--- src/rtl/button_event_pkg.sv ---
// button_event_pkg: shared state type and default timing constants for button_event
package button_event_pkg;
  typedef enum logic [2:0] {IDLE, HELD, LONG, WAIT, HELD2} btn_state_t;
  localparam int CLK_HZ = 10000;
  localparam int LONG_CYCLES_DEFAULT = CLK_HZ;
  localparam int DCLICK_GAP_DEFAULT = CLK_HZ * 3 / 10;
endpackage

--- src/rtl/button_event_edge.sv ---
// button_edge: previous-sample register and registered press/release edge strobes
// Ports: clk, reset_n (async active-low), btn_in level in; prev sample, press_pulse, release_pulse out.
module button_edge (
  input  logic clk,
  input  logic reset_n,
  input  logic btn_in,
  output logic prev,
  output logic press_pulse,
  output logic release_pulse
);
  always_ff @(posedge clk or negedge reset_n)
    if (!reset_n) begin
      prev <= 1'b0;
      press_pulse <= 1'b0;
      release_pulse <= 1'b0;
    end else begin
      prev <= btn_in;
      press_pulse <= btn_in & ~prev;
      release_pulse <= ~btn_in & prev;
    end
endmodule

--- src/rtl/button_event.sv ---
// button_event: turns a debounced button level into press/release, click, double-click and long-press strobes
// Ports: clk, reset_n (async active-low), btn_in level; press_pulse, release_pulse, click, dbl_click, long_press strobes.
// Macro BUTTON_EVENT_DOUBLE_CLICK_EN adds the WAIT/HELD2 double-click path; without it clicks are immediate.
module button_event
  import button_event_pkg::*;
#(
  parameter int LONG_CYCLES = LONG_CYCLES_DEFAULT,
  parameter int DCLICK_GAP = DCLICK_GAP_DEFAULT
) (
  input  logic clk,
  input  logic reset_n,
  input  logic btn_in,
  output logic press_pulse,
  output logic release_pulse,
  output logic click,
  output logic dbl_click,
  output logic long_press
);
  localparam int HW = $clog2(LONG_CYCLES + 1);
  if (LONG_CYCLES < 2 || DCLICK_GAP < 2) begin : g_bad
    $error("button_event: LONG_CYCLES and DCLICK_GAP must be >= 2");
  end
  btn_state_t state;
  logic prev, press, rel;
  logic [HW-1:0] hold_cnt;
  logic hold_long;
  button_edge u_edge (
    .clk(clk),
    .reset_n(reset_n),
    .btn_in(btn_in),
    .prev(prev),
    .press_pulse(press_pulse),
    .release_pulse(release_pulse)
  );
  assign press = btn_in & ~prev;
  assign rel = ~btn_in & prev;
  // hold_cnt counts high samples seen so far; the press sample itself loads 1
  always_ff @(posedge clk or negedge reset_n)
    if (!reset_n) hold_cnt <= '0;
    else hold_cnt <= press ? HW'(1) : (btn_in && hold_cnt != HW'(LONG_CYCLES)) ? hold_cnt + HW'(1) : hold_cnt;
  // current sample is the LONG_CYCLES-th consecutive high one
  assign hold_long = btn_in && hold_cnt == HW'(LONG_CYCLES - 1);
`ifdef BUTTON_EVENT_DOUBLE_CLICK_EN
  localparam int GW = $clog2(DCLICK_GAP + 1);
  logic [GW-1:0] gap_cnt;
  // gap_cnt holds (cycles since release - 1) at each WAIT edge
  always_ff @(posedge clk or negedge reset_n)
    if (!reset_n) gap_cnt <= '0;
    else if (rel) gap_cnt <= '0;
    else if (state == WAIT) gap_cnt <= gap_cnt + GW'(1);
`else
  assign dbl_click = 1'b0;
`endif
  always_ff @(posedge clk or negedge reset_n)
    if (!reset_n) begin
      state <= IDLE;
      click <= 1'b0;
      long_press <= 1'b0;
`ifdef BUTTON_EVENT_DOUBLE_CLICK_EN
      dbl_click <= 1'b0;
`endif
    end else begin
      click <= 1'b0;
      long_press <= 1'b0;
`ifdef BUTTON_EVENT_DOUBLE_CLICK_EN
      dbl_click <= 1'b0;
`endif
      case (state)
        IDLE: if (press) state <= HELD;
        HELD:
          if (!btn_in) begin
`ifdef BUTTON_EVENT_DOUBLE_CLICK_EN
            state <= WAIT;
`else
            click <= 1'b1;
            state <= IDLE;
`endif
          end else if (hold_long) begin
            long_press <= 1'b1;
            state <= LONG;
          end
        LONG: if (!btn_in) state <= IDLE;
`ifdef BUTTON_EVENT_DOUBLE_CLICK_EN
        // a press landing exactly on the gap deadline closes the old click and starts a new press
        WAIT:
          if (gap_cnt == GW'(DCLICK_GAP - 1)) begin
            click <= 1'b1;
            state <= press ? HELD : IDLE;
          end else if (press) state <= HELD2;
        HELD2:
          if (!btn_in) begin
            dbl_click <= 1'b1;
            state <= IDLE;
          end else if (hold_long) begin
            long_press <= 1'b1;
            state <= LONG;
          end
`endif
        default: state <= IDLE;
      endcase
    end
endmodule

--- config.mk ---
export PLATFORM = sky130hd
export DESIGN_NAME = button_event
export DESIGN_NICKNAME = d
export VERILOG_FILES = /design/src/rtl/button_event_pkg.sv /design/src/rtl/button_event_edge.sv /design/src/rtl/button_event.sv
export SDC_FILE = /design/constraint.sdc
export NUM_CORES = 1
export LEC_CHECK = 0
export CORE_ASPECT_RATIO = 1.25
export CORE_MARGIN = 5
export CORE_UTILIZATION = 30
export DETAILED_ROUTE_END_ITERATION = 7
export GPL_TIMING_DRIVEN = 0
export PLACE_DENSITY_LB_ADDON = 0.08
export SLEW_MARGIN = 20
export SYNTH_ARGS = -nofsm -noshare
export SYNTH_HDL_FRONTEND = slang
export SYNTH_SLANG_ARGS = --single-unit
--- constraint.sdc ---
create_clock -name clk -period 1.4 [get_ports clk]
set_input_delay 0.14 -clock clk [delete_from_list [all_inputs] [get_ports clk]]
set_output_delay 0.14 -clock clk [all_outputs]
set_load 0.05 [all_outputs]
==> results of run 1 <==
## metal layers
layer,vias to the layer above,share of wire [%]
li1,397,-
met1,398,47
met2,8,50
met4,0,1.0
met5,-,0
met3,2,2.3
## per-stage QoR
step                instances  setup TNS (ns)  util (%)  instance area (um2)  power (uW)
floorplan                 104               0         -                 1050         770
global placement          149           -3.84      33.7                 1150         824
detailed placement        149           -3.51      33.7                 1150         827
CTS                       156          -0.234      36.3                 1240        1250
global route              158           -1.09      37.5                 1280        1310
finish                    158          -0.167      37.5                 1280        1240
## worst max-delay path, cell delays in order, from the launching register on
cell,delay (ns)
dfrtp_1,0.42
inv_2,0.09
ha_4,0.11
and4bb_2,0.22
nand4_1,0.21
nand4_1,0.16
o221ai_1,0.11
## state kept, by name, summed over array words and instances (netlist names)
| signal | flops |
|---|---|
| u_edge.press_pulse | 1 |
| click | 1 |
| u_edge.release_pulse | 1 |
| long_press | 1 |
| state | 2 |
| hold_cnt | 14 |
| u_edge.prev | 1 |
## cell families after synthesis
kind of cell | Yosys count | synth area share (%)
adder cells (fa/ha/maj) | 2 | 2.39
buffers and inverters | 9 | 4.06
flip-flops | 21 | 50.2
other | 1 | 0.359
AO/OA/AOI/OAI | 11 | 6.46
AND/OR/NAND/NOR | 51 | 28.8
XOR/XNOR | 8 | 6.70
multiplexers | 1 | 0.957
## placed cells by master, fill, tap and decap left out, types with 2 or more instances in the layout
cell	instances
dfrtp_1	19
nor2_1	12
nand4_1	8
buf_4	6
xor2_1	5
dlygate4sd2_1	5
nand2_1	4
nand3_1	4
nor3_2	3
nor3b_1	3
a21oi_1	3
xnor2_1	3
o21ai_0	3
clkbuf_8	3
inv_2	2
inv_1	2
and4bb_2	2
nand3_2	2
nand2b_1	2
or3_1	2
dfrtp_2	2
## synth_stat cells (2+ instances only)
cell,number
dfrtp_1,21
nor2_1,12
nand4_1,8
nand3_1,5
xor2_1,5
a21oi_1,4
inv_1,4
nand2_1,4
nor3_1,4
nor3b_1,3
o21ai_0,3
xnor2_1,3
and4bb_2,2
buf_4,2
ha_1,2
nand2b_1,2
or3_1,2
## timing repair
item,in CTS,in global routing
hold endpoints to repair,0,21
hold buffers,0,1
buffers inserted,3,1
resized for setup,13,7
endpoints found under the setup margin,13,12
pin swaps,3,5
## how the worst max path moves through the flow
stage,startpoint,end,slack (ns),cells past startpoint
6_report,hold_cnt[0],hold_cnt[1],-0.06,6
5_1_grt,hold_cnt[1],hold_cnt[1],-0.22,6
4_1_cts,hold_cnt[1],hold_cnt[1],-0.06,6
3_5_place_dp,btn_in,hold_cnt[13],-0.40,6
3_3_place_gp,btn_in,hold_cnt[13],-0.42,6
2_1_floorplan,hold_cnt[0],hold_cnt[0],0.06,6
## power by group through the flow
stage,combinational (uW),sequential [uW],clock (uW)
floorplan,87.0,683,0
global placement,150,674,0
detailed placement,152,675,0
CTS,172,663,414
global route,204,668,437
finish,181,664,400
## area by class of cell
type,count,area (um2)
clock inverters,1,5.00
repair buffers,11,88.8
clock buffers,3,41.3
well taps,39,48.8
multi-input cells,74,524
flip-flops and latches,21,528
inverters,4,15.0
plain buffers,5,33.8
fillers,371,2140
==> impl_metrics.tcl, run 1 <==
set metrics [dict create \
    outcome "finished, violations left" \
    violations "setup timing" \
    hpwl_mm 1.49 \
    yosys_warnings 0 \
    syn_nets 109 \
    use_met1_pct 12.3 \
    n_antenna_cell 0 \
    r2r_start "hold_cnt[0]" \
    cp.required_ns 1.52 \
    grt-ovfl-total 0 \
    holdCritStartpoint "btn_in" \
    holdPathEnd "u_edge.prev" \
    io_pins 8 \
    setup_slack_ns -0.0562 \
    ir_drop_v 0.000473 \
    fp.coreArea_um2 3420 \
    ys_seq_area_share_pct 50.2 \
    synth_area_um2 1050 \
    grt_pass1_wl_mm 3.86 \
    cp.arrival_ns 1.58 \
    gr-usage-met2_pct 16.1 \
    remaining_drc_errors 0 \
    dr.pass1.iters 4 \
    drive_gt1_share_pct 24.4 \
    grt.total_usage_pct 9.72 \
    internal_power_uw 910 \
    cts_buffers 3 \
    max_freq_mhz 687 \
    async_flop_share_pct 100 \
    seq_power_share_pct 53.3 \
    reg2reg_depth 6 \
    rsz0062_at_grt "true" \
    synth_cell_type_count 35 \
    p_comb_share_pct 14.6 \
    drt-total-wl_mm 2.14 \
    grt_busiest_layer "met2" \
    htree_levels 1 \
    switching_share_pct 26.9 \
    synth-edff-count 0 \
    die_h_um 76.0 \
    path_clk_slew_ns 0.08 \
    synth_ff_type "dfrtp_1" \
    via_count 805 \
    startpoint_type "flop" \
    holdPathStages 1 \
    grt_use_met3_pct 1.92 \
    area_delta_synth_final_pct 22.8 \
    ant_nets 0 \
    die_w_um 62.8 \
    setup_viol_count_final 4 \
    wl_per_cell_um 13.5 \
    p_clk_share_pct 32.1 \
    endpoint_kind "flop" \
    clockBufferDepth 2 \
    max_cap_violations 0 \
    die_area_um2 4780 \
    fin_crit_sh_pct 104 \
    clock-sinks 21 \
    initial_core_util_pct 30.6 \
    synth_area_per_cell_um2 10.1 \
    grt_max_degree 22 \
    grt_pass1_vias 824 \
    ff2ff_setup_slack_ns -0.06 \
    place_ws_ns -0.403 \
    drtIter0Drc 15 \
    post-route-min-period_ns 1.46 \
    portBuffers 6 \
    timing.final.hold_violations 0 \
    routabilityCongestion 0.712 \
    ys_top_cells_by_area "dfrtp_1, nand4_1, nor2_1" \
    maxSlewViolCount 0 \
    cts_tree "yes" \
    r2r-end "hold_cnt[1]" \
    worstSetupPathType "flop to flop" \
    drt-vias-per-instance 5.09 \
    hold_class "input pin to flop" \
    synth_cells 104 \
    rows 24 \
    crit_fanout 4 \
    clock_skew_ns 0.00399 \
    synth-seq-cells 21 \
    synth.top_cell.area_share_pct 50.2 \
    total_leakage_power_uw 0.000559 \
    powerDensity_nw_per_um2 969 \
    finalNetCount 125 \
    antenna_found_initial 0 \
    cts-root-buf "clkbuf_8" \
    clock_latency_ns 0.26 \
    whs_ns 0.279 \
    synth_area_leader_cell "dfrtp_1" \
    switching_power_uw 335 \
]
No activity file was read; power rests on OpenSTA's default activity.
==> run 2, diff against run 1 <==
--- a/config.mk
+++ b/config.mk
@@ -8,6 +8,7 @@
 export CORE_ASPECT_RATIO = 1.25
 export CORE_MARGIN = 5
 export CORE_UTILIZATION = 30
+export CTS_BUF_LIST = sky130_fd_sc_hd__clkbuf_16
 export DETAILED_ROUTE_END_ITERATION = 7
 export GPL_TIMING_DRIVEN = 0
 export PLACE_DENSITY_LB_ADDON = 0.08
==> run 2 against run 1 <==
Effect of this change:
- the flow still finishes with violations (setup timing)
- final cell count increased by 3.8%
- first-iteration DRC count is 87% higher
- clock-buffer cell count unchanged
- register-to-register slack hardly changed
- clock power increased by 50%
- flip-flop and latch count unchanged
- die area unchanged
- non-clock buffer count up 6
- sequential share of layout area fell by 2.8 points
==> impl_metrics.tcl, run 2 (synthesis results as in run 1) <==
set metrics [dict create \
    cp.required_ns 1.52 \
    drt-vias-per-instance 5.01 \
    via_count 821 \
    antenna_found_initial 0 \
    post_dp_cell_area_um2 1150 \
    hold_class "input pin to flop" \
    timing.final.hold_violations 0 \
    clock-sinks 21 \
    cts_tree "yes" \
    path_clk_slew_ns 0.06 \
    dp_cells 149 \
    finalNetCount 131 \
    max_cap_violations 0 \
    dr.pass1.iters 4 \
    clock_latency_ns 0.25 \
    fp.coreArea_um2 3420 \
    reg2reg_depth 6 \
    drive_gt1_share_pct 28.0 \
    rows 24 \
    initial_core_util_pct 30.6 \
    drtIter0Drc 28 \
    top_regs "hold_cnt (14), state (2)" \
    io_pins 8 \
    hpwl_mm 1.49 \
    whs_ns 0.291 \
    die_w_um 62.8 \
    n_antenna_cell 0 \
    max_freq_mhz 683 \
    clock_skew_ns 0.00112 \
    grt_max_degree 22 \
    grt_pass1_wl_mm 3.90 \
    final_cells 164 \
    holdPathStages 1 \
    fin_crit_sh_pct 105 \
    post-route-min-period_ns 1.46 \
    drt-total-wl_mm 2.18 \
    ir_drop_v 0.000651 \
    layout_common_cells "dfrtp_1, nor2_1, buf_4" \
    die_h_um 76.0 \
    cp.arrival_ns 1.58 \
    setup_viol_count_final 6 \
    crit_fanout 4 \
    finish.instance_area_um2 1380 \
    htree_levels 1 \
    startpoint_type "flop" \
    violations "setup timing" \
    holdPathEnd "u_edge.prev" \
    clockBufferDepth 2 \
    r2r_start "hold_cnt[1]" \
    holdCritStartpoint "btn_in" \
    wl_per_cell_um 13.3 \
    area_delta_synth_final_pct 31.7 \
    r2r-end "hold_cnt[1]" \
    rsz0062_at_grt "true" \
    routabilityCongestion 0.712 \
    total_leakage_power_uw 0.000615 \
    ff2ff_setup_slack_ns -0.06 \
    maxSlewViolCount 0 \
    nFillCells 348 \
    outcome "finished, violations left" \
    endpoint_kind "flop" \
    die_area_um2 4780 \
    portBuffers 6 \
    layout_commonest_cell "dfrtp_1" \
    grt.total_usage_pct 9.84 \
    largest_register_ffs 14 \
    cts-root-buf "clkbuf_16" \
    regMostFlops "hold_cnt" \
    grt-ovfl-total 0 \
    setup_slack_ns -0.0642 \
    tns_ns -0.282 \
    cts_buffers 3 \
    remaining_drc_errors 0 \
    worstSetupPathType "flop to flop" \
    ant_nets 0 \
    fin_total_pwr_uw 1480 \
    grt_pass1_vias 831 \
    powerDensity_nw_per_um2 1080 \
]
## run 2: cell types whose count changed in the layout (fill, tap and decap cells not counted), sizes merged
cell	before	now
buf	9	15
## run 2: metrics by stage
| stage | worst slack [ns] | util (%) |
|---|---|---|
| floorplan | 0.0595 | - |
| global placement | -0.418 | 33.7 |
| detailed placement | -0.403 | 33.7 |
| CTS | -0.0611 | 38.0 |
| global route | -0.207 | 40.2 |
| finish | -0.0642 | 40.2 |
## run 2: routing by layer
metal,GRT usage [%],routed length (um),part of all wire [%]
met3,1.92,39,1.8
met2,16.8,1100,51
met4,3.18,24,1.1
met1,12.3,1010,46
met5,0,0,0
## run 2: power by group
group,switching [uW],internal (uW),leakage (uW),total [uW]
sequential,29.2,637,0.000278,666
clock,216,383,0.0000409,599
combinational,115,104,0.000296,218
## run 2: how the worst max path moves through the flow
stage	from	endpoint	slack [ns]	cells after the start
after global placement	btn_in	hold_cnt[13]	-0.42	6
after floorplan	hold_cnt[0]	hold_cnt[0]	0.06	6
final	hold_cnt[1]	hold_cnt[1]	-0.06	6
after global routing	hold_cnt[1]	hold_cnt[1]	-0.21	6
after detailed placement	btn_in	hold_cnt[13]	-0.40	6
after CTS	hold_cnt[0]	state[0]	-0.06	6
## run 2: timing repair
action | in CTS | in global routing
hold endpoints to repair | 0 | 21
gates resized for setup | 17 | 5
setup buffers | 4 | 6
endpoints found under the setup margin | 13 | 12
hold buffers | 0 | 1
pin swaps | 3 | 9
## run 2: layout make-up
type,instances,area [um2],area share (%)
buffer,5,33.8,2.45
clock buffer,3,75.1,5.45
clock inverter,1,5.00,0.363
inverter,4,15.0,1.09
multi-input combinational,74,538,39.1
sequential,21,528,38.3
tap,39,48.8,3.54
timing repair buffer,17,134,9.72
## run 2: worst max-delay path, stage by stage (launching register included)
cell,delay (ns)
dfrtp_1,0.41
inv_2,0.09
ha_4,0.12
and4bb_2,0.22
nand4_1,0.22
nand4_1,0.17
o221ai_1,0.11
==> run 3, diff against run 2 <==
--- a/config.mk
+++ b/config.mk
@@ -11,6 +11,7 @@
 export CTS_BUF_LIST = sky130_fd_sc_hd__clkbuf_16
 export DETAILED_ROUTE_END_ITERATION = 7
 export GPL_TIMING_DRIVEN = 0
+export HOLD_SLACK_MARGIN = 0.15
 export PLACE_DENSITY_LB_ADDON = 0.08
 export SLEW_MARGIN = 20
 export SYNTH_ARGS = -nofsm -noshare
==> results of run 3 <==
Same layout as run 2: the final DEF is identical, and so are final timing and power.
